`config.mk`:
```
export PLATFORM = sky130hd
export DESIGN_NAME = interrupt_pc_controller
export DESIGN_NICKNAME = d
export VERILOG_FILES = /design/src/rtl/interrupt_pc_controller_pkg.sv /design/src/rtl/interrupt_pc_controller_priority_encoder_irq.sv /design/src/rtl/interrupt_pc_controller.sv
export SDC_FILE = /design/constraint.sdc
export NUM_CORES = 1
export LEC_CHECK = 0
export CAP_MARGIN = 20
export CORE_MARGIN = 1.5
export CORE_UTILIZATION = 39
export DETAILED_ROUTE_END_ITERATION = 7
export MAX_ROUTING_LAYER = met4
export PLACE_DENSITY = 0.89
export SLEW_MARGIN = 20
export SYNTH_ARGS = -nofsm -noshare
export SYNTH_HDL_FRONTEND = slang
export SYNTH_HIERARCHICAL = 1
export SYNTH_SLANG_ARGS = --single-unit
```
`constraint.sdc`:
```
create_clock -name clock -period 1.5 [get_ports clock]
set_input_delay 0.15 -clock clock [delete_from_list [all_inputs] [get_ports clock]]
set_output_delay 0.15 -clock clock [all_outputs]
set_load 0.005 [all_outputs]
```
`src/rtl/interrupt_pc_controller_pkg.sv`:
```
// Shared types and defaults for the interrupt front-end: FSM state encoding,
// IRQ index width and the default ISR entry vector.
package interrupt_pc_controller_pkg;

  typedef enum logic [2:0] {
    ST_IDLE    = 3'd0,
    ST_CAPTURE = 3'd1,
    ST_SAVE    = 3'd2,
    ST_ACK     = 3'd3,
    ST_ISR     = 3'd4,
    ST_RETURN  = 3'd5
  } state_e;

  localparam int unsigned IRQ_IDX_W          = 5;
  localparam logic [10:0] ISR_VECTOR_DEFAULT = 11'd4;

endpackage

```
`src/rtl/interrupt_pc_controller_priority_encoder_irq.sv`:
```
// Combinational priority encoder over the pending IRQ vector.
// The lowest set index wins, so line 0 has the highest priority.
module priority_encoder_irq
  import interrupt_pc_controller_pkg::*;
#(
  parameter int unsigned NUM_IRQ = 8
) (
  input  logic [NUM_IRQ-1:0]   pending,
  output logic                 valid,
  output logic [IRQ_IDX_W-1:0] idx
);

  always_comb begin
    valid = |pending;
    idx   = '0;
    // Scanning downwards lets the lowest set index overwrite any higher one.
    for (int unsigned i = NUM_IRQ; i > 0; i--) begin
      if (pending[i-1]) idx = IRQ_IDX_W'(i - 1);
    end
  end

endmodule

```
`src/rtl/interrupt_pc_controller.sv`:
```
// Interrupt front-end: latches IRQ requests, stalls the core while the
// interrupted PC and IRQ id are handed to the register file, then redirects the PC.
module interrupt_pc_controller
  import interrupt_pc_controller_pkg::*;
#(
  parameter int unsigned          PC_WIDTH   = 11,
  parameter int unsigned          NUM_IRQ    = 8,
  parameter logic [PC_WIDTH-1:0]  ISR_VECTOR = PC_WIDTH'(ISR_VECTOR_DEFAULT)
) (
  input  logic                clock,
  input  logic                reset,
  input  logic [NUM_IRQ-1:0]  irq,
  input  logic                irqEnable,
  input  logic [PC_WIDTH-1:0] valorPC,
  input  logic                reti,
  output logic [PC_WIDTH-1:0] valorPCBuffer,
  output logic [31:0]         qualInterrupcao,
  output logic                savePCBuffer,
  output logic                getInterruption,
  output logic                stall,
  output logic                pcLoad,
  output logic [PC_WIDTH-1:0] pcTarget,
  output logic                inIsr
);

  state_e                state_q, state_d;
  logic [NUM_IRQ-1:0]    pending_q, pending_d;
  logic [NUM_IRQ-1:0]    clr_mask;
  logic [PC_WIDTH-1:0]   pc_buf_q, pc_buf_d;
  logic [31:0]           qual_q, qual_d;
  logic                  enc_valid;
  logic [IRQ_IDX_W-1:0]  enc_idx;

  priority_encoder_irq #(.NUM_IRQ(NUM_IRQ)) u_prio (
    .pending (pending_q),
    .valid   (enc_valid),
    .idx     (enc_idx)
  );

  // The serviced index comes from the id latched in CAPTURE, not the live encoder.
  always_comb begin
    clr_mask = '0;
    if (state_q == ST_ACK) begin
      for (int unsigned i = 0; i < NUM_IRQ; i++) begin
        if (qual_q[IRQ_IDX_W-1:0] == IRQ_IDX_W'(i)) clr_mask[i] = 1'b1;
      end
    end
  end

  always_comb begin
    state_d   = state_q;
    pending_d = (pending_q & ~clr_mask) | irq;
    pc_buf_d  = pc_buf_q;
    qual_d    = qual_q;
    case (state_q)
      ST_IDLE:    if (enc_valid && irqEnable) state_d = ST_CAPTURE;
      ST_CAPTURE: begin
        pc_buf_d = valorPC;
        qual_d   = 32'(enc_idx);
        state_d  = ST_SAVE;
      end
      ST_SAVE:    state_d = ST_ACK;
      ST_ACK:     state_d = ST_ISR;
      ST_ISR:     if (reti) state_d = ST_RETURN;
      ST_RETURN:  state_d = ST_IDLE;
      default:    state_d = ST_IDLE;
    endcase
  end

  always_ff @(posedge clock) begin
    if (!reset) begin
      state_q   <= ST_IDLE;
      pending_q <= '0;
      pc_buf_q  <= '0;
      qual_q    <= '0;
    end else begin
      state_q   <= state_d;
      pending_q <= pending_d;
      pc_buf_q  <= pc_buf_d;
      qual_q    <= qual_d;
    end
  end

  // Outputs depend on the registered state only, so they never see input glitches.
  always_comb begin
    savePCBuffer    = 1'b0;
    getInterruption = 1'b0;
    stall           = 1'b0;
    pcLoad          = 1'b0;
    pcTarget        = '0;
    inIsr           = 1'b0;
    case (state_q)
      ST_CAPTURE: stall = 1'b1;
      ST_SAVE: begin
        stall        = 1'b1;
        savePCBuffer = 1'b1;
      end
      ST_ACK: begin
        stall           = 1'b1;
        getInterruption = 1'b1;
        pcLoad          = 1'b1;
        pcTarget        = ISR_VECTOR;
      end
      ST_ISR:     inIsr = 1'b1;
      ST_RETURN: begin
        stall    = 1'b1;
        pcLoad   = 1'b1;
        pcTarget = pc_buf_q;
      end
      default: ;
    endcase
  end

  assign valorPCBuffer   = pc_buf_q;
  assign qualInterrupcao = qual_q;

endmodule

```
==> flow_metrics.env, run 1 <==
export IMPL_grt_pass1_vias=1269
export IMPL_holdCritStartpoint="valorPC[4]"
export IMPL_ys_seq_area_frac=0.359
export IMPL_grt_max_degree=28
export IMPL_dieArea_sq_um=4240
export IMPL_max_vdd_ir_drop_uv=482
export IMPL_avgSynthCellArea_sq_um=8.04
export IMPL_via_per_inst=4.59
export IMPL_n_antenna_cell=0
export IMPL_firstDrtPassIters=4
export IMPL_synth_flop_cell="dfxtp_1"
export IMPL_finish_utilization=0.580
export IMPL_crit_family="simple AND/OR/NAND/NOR gates"
export IMPL_slew_viol_final=0
export IMPL_port_buffers=54
export IMPL_rsz0062_at_grt="yes"
export IMPL_worst_clock_skew_ns=0.00595
export IMPL_cp_end_kind="output port"
export IMPL_register_area_sq_um=553
export IMPL_overflow=0
export IMPL_cts_sinks=27
export IMPL_wl_per_cell_microns=11.4
export IMPL_dp_cells=289
export IMPL_startpoint_type="flip-flop"
export IMPL_netlist_area_sq_um=1500
export IMPL_total_power_mw=1.69
export IMPL_ctsHtreeMaxLevel=1
export IMPL_cp_data_arrival_time_ns=1.33
export IMPL_die_h_microns=65.1
export IMPL_worst_path_max_delay_cell="dfxtp_4"
export IMPL_max_cap_violations=0
export IMPL_gp_congestion=0.794
export IMPL_crit_top_cell="buf_6"
export IMPL_crit_buf_inv=2
export IMPL_antenna_found_initial=0
export IMPL_dp_hpwl_microns=2410
export IMPL_cts_tree="done"
export IMPL_holdBufCountCts=0
export IMPL_cts_root_buf="clkbuf_8"
export IMPL_std_cell_rows=22
export IMPL_outcome="complete, no violations"
export IMPL_hold_viol_final=0
export IMPL_num_vias=1382
export IMPL_r2r_slack_ns=0.04
export IMPL_crit_fanout=4
export IMPL_n_fill_cell=362
export IMPL_numCtsBuffers=3
export IMPL_nets=277
export IMPL_drtIter0Drc=33
export IMPL_max_stage_delay_ns=0.37
export IMPL_ctsLongestPathBuffers=2
export IMPL_finalSetupViolCount=0
export IMPL_fmax_mhz=674
export IMPL_worstRegToRegCells=6
export IMPL_path_clk_slew_ns=0.09
export IMPL_core_area_sq_um=3690
export IMPL_hold_ws_ns=0.411
export IMPL_fp_dieW_microns=65.1
export IMPL_clk_latency_ns=0.27
export IMPL_drcViolationCount=0
export IMPL_stdcell_count=301
export IMPL_async_flop_share=0
export IMPL_ys_warn_count=6
export IMPL_timing_final_crit_share=0.990
export IMPL_synth_cells=187
export IMPL_syn_to_final_growth_pct=42.3
export IMPL_final_layout_size_suffix_gt1_frac=0.170
export IMPL_synth_edff_count=0
export IMPL_setup_tns_ns=0
export IMPL_start_util=0.408
export IMPL_grt_first_pass_wirelength_microns=5710
export IMPL_io_pins=82
export IMPL_ant_nets=0
export IMPL_required_ns=1.35
export IMPL_min_period_ns=1.48
export IMPL_grtUsageTotal=0.173
export IMPL_p_per_area_nw_per_um2=792
export IMPL_multi_input_area_sq_um=808
export IMPL_p_leak_nw=0.937
export IMPL_path_class="reg -> out"
export IMPL_min_to="valorPCBuffer[4]$_SDFFE_PN0P_"
export IMPL_synth_cell_types=35
export IMPL_hold_class="in -> reg"
export IMPL_reg2reg_to="qualInterrupcao[2]$_SDFFE_PN0P_"
export IMPL_ys_ff_latch=27
export IMPL_drt_wl_total_microns=3430
export IMPL_cp_cell_sequence="and3b_2 > buf_6 > or2_4 > buf_6"
export IMPL_r2r_start="state_q[1]$_SDFFE_PN0P_"
export IMPL_min_path_cells=3
-- cells in the final DEF (no fill, tap or decap), drive strengths merged, types with 2 or more instances in the layout --
cell type      instances
dlygate4sd2            4
nand2                 33
conb                  29
a21oi                  5
or3b                   2
nor2                  13
a21boi                17
and3b                  4
a31oi                  2
clkdlybuf4s50         38
nor3b                  4
buf                   19
clkbuf                10
and2                  10
inv                    3
clkdlybuf4s15          3
o21ai                 10
nor3                   4
dfxtp                 27
-- area by class of cell --
cell class | instances | share of cell area
Clock buffer | 3 | 0.0193
Timing Repair Buffer | 72 | 0.309
Sequential cell | 27 | 0.258
Tap cell | 48 | 0.0281
Multi-Input combinational cell | 147 | 0.378
Inverter | 3 | 0.00526
Clock inverter | 1 | 0.00234
-- synth_stat cells (all sizes together), types with 2 or more instances --
cell,instances,area share
clkbuf,3,0.0075
and3b,3,0.017
or3b,2,0.012
o21ai,10,0.033
dfxtp,27,0.36
nor3,4,0.013
nand2,33,0.082
and2,10,0.042
nor3b,4,0.027
conb,2,0.0050
inv,3,0.0075
buf,35,0.17
a21boi,17,0.085
a31oi,2,0.0083
nor2,13,0.032
a21oi,5,0.017
-- tightest hold or removal path, delay by kind of cell --
kind | cells | cell delay, ns
buffers and inverters | 1 | 0.39
AO/OA/AOI/OAI | 1 | 0.05
AND/OR/NAND/NOR | 1 | 0.05
-- cells by family (layout without fill, tap and decap cells) --
logic type | Yosys count | count (layout) | share of synthesized area
compound gates | 38 | 38 | 0.164
xor+xnor | 1 | 1 | 0.00582
buf+inv | 41 | 79 | 0.190
flops | 27 | 27 | 0.359
other cells | 2 | 29 | 0.00499
simple gates | 78 | 79 | 0.276
-- flip-flops by register name, summed over array words and instances (netlist names) --
register and cells:
pending_q 8, qualInterrupcao 5, state_q 3, valorPCBuffer 11
-- worst max path at each step --
stage                     slack [ns]                            start                              end  cells past startpoint
after global routing           -0.03          state_q[1]$_SDFFE_PN0P_  qualInterrupcao[2]$_SDFFE_PN0P_                      6
after detailed placement       -0.05          state_q[1]$_SDFFE_PN0P_                      pcTarget[7]                      3
after floorplan                 0.29  qualInterrupcao[1]$_SDFFE_PN0P_          pending_q[2]$_SDFF_PN0_                      3
final                           0.02          state_q[0]$_SDFFE_PN0P_                           pcLoad                      4
after CTS                      -0.12          state_q[0]$_SDFFE_PN0P_                  getInterruption                      4
after global placement         -0.02          state_q[1]$_SDFFE_PN0P_                      pcTarget[3]                      3
-- routing by layer --
metal	part of all wire	global-route usage	wire, microns
met1	0.45	0.214	1530
met2	0.47	0.294	1610
met3	0.081	0.0377	277
met4	0.0023	0.0339	8
met5	0	-	0
-- through the flow --
stage	setup WS, ns	cell area (sq um)
2_1_floorplan	0.288	1610
3_3_place_gp	-0.0168	2010
3_5_place_dp	-0.0542	2010
4_1_cts	-0.120	2120
5_1_grt	-0.0261	2140
6_report	0.0156	2140
-- repair_timing --
| action | in CTS | in global routing |
|---|---|---|
| pin swaps | 1 | 0 |
| gates resized for setup | 38 | 19 |
| endpoints found under the setup margin | 16 | 14 |
| endpoints found under the hold margin | 0 | 0 |
| cloned | 1 | 0 |
| buffers inserted | 4 | 3 |
-- power by group --
part | internal, mW | switching [mW] | total [mW]
registers | 0.776 | 0.0530 | 0.829
clock network | 0.186 | 0.226 | 0.412
logic | 0.265 | 0.189 | 0.454
total | 1.23 | 0.468 | 1.69
Note: power is estimated with default switching activity, not from simulation.
==> run 2, diff against run 1 <==
==> constraint.sdc (replaced) <==
create_clock -name clock -period 1.5 [get_ports clock]
set_input_delay 0.3 -clock clock [delete_from_list [all_inputs] [get_ports clock]]
set_output_delay 0.3 -clock clock [all_outputs]
set_load 0.005 [all_outputs]
==> flow_metrics.env, run 2 (same netlist as run 1, synthesis figures left out) <==
export IMPL_outcome="finished with violations"
export IMPL_violations="setup timing"
export IMPL_syn_to_final_growth_pct=48.1
export IMPL_switching_power_uw=476
export IMPL_max_cap_violations=0
export IMPL_holdCritStartpoint="valorPCBuffer[9]$_SDFFE_PN0P_"
export IMPL_pwr_share_clk=0.239
export IMPL_startpoint="state_q[1]$_SDFFE_PN0P_"
export IMPL_fin_ws_ns=-0.123
export IMPL_firstDrtPassIters=4
export IMPL_port_buffers=54
export IMPL_cp_data_arrival_time_ns=1.32
export IMPL_mostFrequentLayoutCells="clkdlybuf4s50_1, nand2_1, conb_1"
export IMPL_cp_cell_sequence="and3b_2 > buf_6 > or2_4 > buf_6"
export IMPL_numCtsBuffers=3
export IMPL_dp_hpwl_microns=2400
export IMPL_crit_fanout=4
export IMPL_total_power_mw=1.71
export IMPL_sw_frac_of_total=0.279
export IMPL_largest_register_ff_count=11
export IMPL_fp_dieW_microns=65.1
export IMPL_ctsHtreeMaxLevel=1
export IMPL_max_stage_delay_ns=0.36
export IMPL_std_cell_rows=22
export IMPL_comb_power_share=0.274
export IMPL_num_vias=1422
export IMPL_cts_sinks=27
export IMPL_crit_top_cell="buf_6"
export IMPL_max_vdd_ir_drop_uv=399
export IMPL_hold_ws_ns=0.472
export IMPL_dp_cells=290
export IMPL_startpoint_type="flip-flop"
export IMPL_start_util=0.408
export IMPL_slew_viol_final=0
export IMPL_n_antenna_cell=0
export IMPL_die_h_microns=65.1
export IMPL_p_leak_nw=0.973
export IMPL_hold_class="reg -> reg"
export IMPL_cp_end_kind="output port"
export IMPL_grtUsageTotal=0.182
export IMPL_grt_first_pass_wirelength_microns=5890
export IMPL_timing_final_crit_share=1.08
export IMPL_required_ns=1.20
export IMPL_ant_nets=0
export IMPL_finalSetupViolCount=11
export IMPL_core_area_sq_um=3690
export IMPL_io_pins=82
export IMPL_rsz0062_at_grt="yes"
export IMPL_clk_latency_ns=0.27
export IMPL_cts_root_buf="clkbuf_8"
export IMPL_p_int_mw=1.23
export IMPL_crit_buf_inv=2
export IMPL_grt_pass1_vias=1295
export IMPL_dieArea_sq_um=4240
export IMPL_nets=281
export IMPL_antenna_found_initial=0
export IMPL_fmax_mhz=616
export IMPL_drt_wl_total_microns=3620
export IMPL_n_fill_cell=330
export IMPL_crit_family="simple AND/OR/NAND/NOR gates"
export IMPL_worst_clock_skew_ns=0.00132
export IMPL_path_clk_slew_ns=0.09
export IMPL_wl_per_cell_microns=11.9
export IMPL_cts_tree="done"
export IMPL_p_per_area_nw_per_um2=768
export IMPL_worst_path_max_delay_cell="dfxtp_4"
export IMPL_r2r_start="state_q[2]$_SDFFE_PN0P_"
export IMPL_final_layout_size_suffix_gt1_frac=0.268
export IMPL_min_period_ns=1.62
export IMPL_gp_congestion=0.804
export IMPL_drcViolationCount=0
export IMPL_ctsLongestPathBuffers=2
export IMPL_via_per_inst=4.66
export IMPL_grt_max_degree=28
export IMPL_path_class="reg -> out"
export IMPL_overflow=0
export IMPL_stdcell_count=305
export IMPL_final_common_cell="clkdlybuf4s50_1"
export IMPL_drtIter0Drc=43
export IMPL_hold_viol_final=0
export IMPL_seqPwrFrac=0.487
[run 2: cell count changes in the layout (fill, tap and decap cells not counted), moves of 4 or more]
cell / delta
dlygate4sd2_1: -4
buf_2: +6
dfxtp_1: -6
and2_1: -6
buf_6: +8
and2_4: +6
clkbuf_2: -4
dfxtp_2: +5
[run 2: worst reg2reg max path, delay by kind of cell (launching register included)]
kind	cells	cell delay [ns]
compound gates	1	0.06
buf+inv	3	0.50
simple gates	2	0.45
flops	1	0.35
[run 2: final cells by class]
class | instances | area, sq um | share of cell area
multi-input combinational | 147 | 842 | 0.378
timing repair buffer | 76 | 704 | 0.316
sequential | 27 | 563 | 0.253
tap | 48 | 60.1 | 0.0270
clock buffer | 3 | 41.3 | 0.0185
inverter | 3 | 11.3 | 0.00506
clock inverter | 1 | 5.00 | 0.00225
[run 2: power by group through the flow]
stage | clock network (mW) | logic [mW] | registers, mW
after floorplan | 0 | 0.272 | 0.832
after global placement | 0 | 0.421 | 0.838
after detailed placement | 0 | 0.428 | 0.842
after CTS | 0.421 | 0.474 | 0.831
after global routing | 0.449 | 0.518 | 0.843
final | 0.409 | 0.469 | 0.832
[run 2: path summary, 6_finish.rpt]
path | endpoint | slack, ns | depth (start not counted)
setup / recovery | pcLoad | -0.12 | 4
hold / removal | valorPCBuffer[9]$_SDFFE_PN0P_ | 0.47 | 2
setup reg to reg | valorPCBuffer[6]$_SDFFE_PN0P_ | 0.06 | 6
hold reg to reg | valorPCBuffer[9]$_SDFFE_PN0P_ | 0.47 | 2
[run 2: timing repair]
action,CTS,global route
hold buffers,0,0
setup buffers,13,0
cloned,1,0
pin swaps,8,5
gates resized for setup,88,19
setup endpoints to repair,21,22
[run 2: per-stage QoR]
stage                     setup TNS (ns)  worst slack [ns]  instance area (sq um)  utilization
after CTS                          -1.28            -0.168                   2210        0.600
final                             -0.599            -0.123                   2230        0.604
after global routing               -1.08            -0.157                   2230        0.604
after floorplan                        0             0.163                   1610            -
after global placement             -2.07            -0.170                   2030        0.552
after detailed placement           -2.33            -0.206                   2030        0.552
[run 2: layer usage]
layer / vias up / share of wire / GRT usage / wire, microns
met4: 0 / 0.017 / 0.0703 / 62
met2: 63 / 0.47 / 0.313 / 1710
li1: 699 / - / - / -
met5: - / 0 / - / 0
met3: 4 / 0.071 / 0.0291 / 258
met1: 656 / 0.44 / 0.216 / 1590
==> run 3, diff against run 2 <==
Settings changed: CORE_ASPECT_RATIO set to 0.9, REMOVE_ABC_BUFFERS set to 1.
==> flow_metrics.env, run 3 (same netlist as run 1, synthesis figures left out) <==
export IMPL_start_util=0.406
export IMPL_fmax_mhz=613
export IMPL_max_stage_delay_ns=0.36
export IMPL_cts_sinks=27
export IMPL_cp_data_arrival_time_ns=1.33
export IMPL_std_cell_rows=21
export IMPL_crit_buf_inv=3
export IMPL_hold_class="reg -> reg"
export IMPL_min_period_ns=1.63
export IMPL_cts_root_buf="clkbuf_8"
export IMPL_overflow=0
export IMPL_grt_pass1_vias=1326
export IMPL_grtUsageTotal=0.191
export IMPL_timing_final_crit_share=1.09
export IMPL_final_layout_size_suffix_gt1_frac=0.290
export IMPL_startpoint_type="flip-flop"
export IMPL_antenna_found_initial=0
export IMPL_wl_per_cell_microns=13.0
export IMPL_cp_depth=5
export IMPL_largest_register_ff_count=11
export IMPL_port_buffers=54
export IMPL_max_vdd_ir_drop_uv=509
export IMPL_num_vias=1442
export IMPL_final_common_cell="clkdlybuf4s50_1"
export IMPL_drt_wl_total_microns=3960
export IMPL_worst_clock_skew_ns=0.0121
export IMPL_ctsHtreeMaxLevel=1
export IMPL_drcViolationCount=0
export IMPL_cp_end_kind="output port"
export IMPL_hold_viol_final=0
export IMPL_numCtsBuffers=3
export IMPL_fp_dieW_microns=68.5
export IMPL_worstRegToRegCells=7
export IMPL_grt_first_pass_wirelength_microns=5980
export IMPL_dr_wl_met3_microns=186
export IMPL_firstDrtPassIters=4
export IMPL_highest_layer="met4"
export IMPL_ctsLongestPathBuffers=2
export IMPL_outcome="finished with violations"
export IMPL_nets=283
export IMPL_crit_top_cell="buf_6"
export IMPL_postPlaceCellArea_sq_um=2030
export IMPL_core_area_sq_um=3700
export IMPL_max_cap_violations=0
export IMPL_p_per_area_nw_per_um2=788
export IMPL_finalSetupViolCount=20
export IMPL_slew_viol_final=0
export IMPL_mostFrequentLayoutCells="clkdlybuf4s50_1, nand2_1, conb_1"
export IMPL_dp_hpwl_microns=2650
export IMPL_gp_congestion=0.863
export IMPL_die_h_microns=61.9
export IMPL_via_per_inst=4.73
export IMPL_violations="setup timing"
export IMPL_path_clk_slew_ns=0.10
export IMPL_crit_family="flip-flops"
export IMPL_fin_ws_ns=-0.131
export IMPL_min_path_cells=2
export IMPL_syn_to_final_growth_pct=50.0
export IMPL_dr_wl_met2_microns=2130
export IMPL_n_fill_cell=297
export IMPL_ant_nets=0
export IMPL_p_leak_nw=0.998
export IMPL_clk_latency_ns=0.28
export IMPL_n_antenna_cell=0
export IMPL_dieArea_sq_um=4240
export IMPL_rsz0062_at_grt="yes"
export IMPL_drtIter0Drc=59
export IMPL_cp_cell_sequence="buf_6 > and3b_2 > buf_6 > and2_4 > buf_6"
export IMPL_grt_max_degree=18
export IMPL_worst_path_max_delay_cell="dfxtp_4"
export IMPL_cts_tree="done"
export IMPL_fin_area_sq_um=2260
export IMPL_crit_fanout=4
export IMPL_wl_met1_microns=1620
export IMPL_required_ns=1.20
export IMPL_io_pins=82
export IMPL_path_class="reg -> out"
export IMPL_pre_cts_ws_ns=-0.232
## run 3: per-stage QoR
stage	hold slack (ns)	instances	TNS (ns)	total power [mW]	util
after global routing	0.490	305	-2.48	1.87	0.609
after global placement	0.453	289	-1.81	1.26	0.547
after detailed placement	0.459	289	-2.38	1.27	0.547
final	0.471	305	-0.973	1.78	0.609
after CTS	0.477	304	-0.850	1.76	0.594
after floorplan	0.418	176	0	1.02	-
## run 3: power breakdown
group          internal [mW]  switching, mW
combinational          0.294          0.215
clock                  0.195          0.241
sequential             0.779         0.0542
total                   1.27          0.511
## run 3: worst paths after layout
kind / from / endpoint / slack, ns
worst min-delay path: valorPCBuffer[7]$_SDFFE_PN0P_ / valorPCBuffer[7]$_SDFFE_PN0P_ / 0.47
worst min register to register: valorPCBuffer[7]$_SDFFE_PN0P_ / valorPCBuffer[7]$_SDFFE_PN0P_ / 0.47
worst max-delay path: state_q[0]$_SDFFE_PN0P_ / pcTarget[4] / -0.13
worst max register to register: state_q[1]$_SDFFE_PN0P_ / valorPCBuffer[0]$_SDFFE_PN0P_ / -0.02
## run 3: final cells by class
type | count | area (sq um) | share of cell area
flip-flops and latches | 27 | 568 | 0.252
multi-input cells | 147 | 833 | 0.369
inverters | 3 | 11.3 | 0.00499
repair buffers | 78 | 736 | 0.326
clock buffers | 3 | 41.3 | 0.0183
clock inverters | 1 | 8.76 | 0.00388
well taps | 46 | 57.6 | 0.0255
## run 3: repair_timing
item,in CTS,in global routing
resized for setup,97,17
pin swaps,8,2
setup buffers,10,1
gates cloned,1,0
hold endpoints to repair,0,0
setup endpoints to repair,20,41
hold buffers,0,0
## run 3: worst reg2reg max path: cells and delay by family, from the launching register on
kind,cells,cell delay (ns)
buf+inv,4,0.54
simple gates,2,0.47
compound gates,1,0.07
flops,1,0.35
## run 3: per-layer routing
layer | GRT usage | up-vias
li1 | - | 709
met1 | 0.242 | 685
met2 | 0.331 | 46
met4 | 0.0314 | 0
met5 | - | -
met3 | 0.0270 | 2
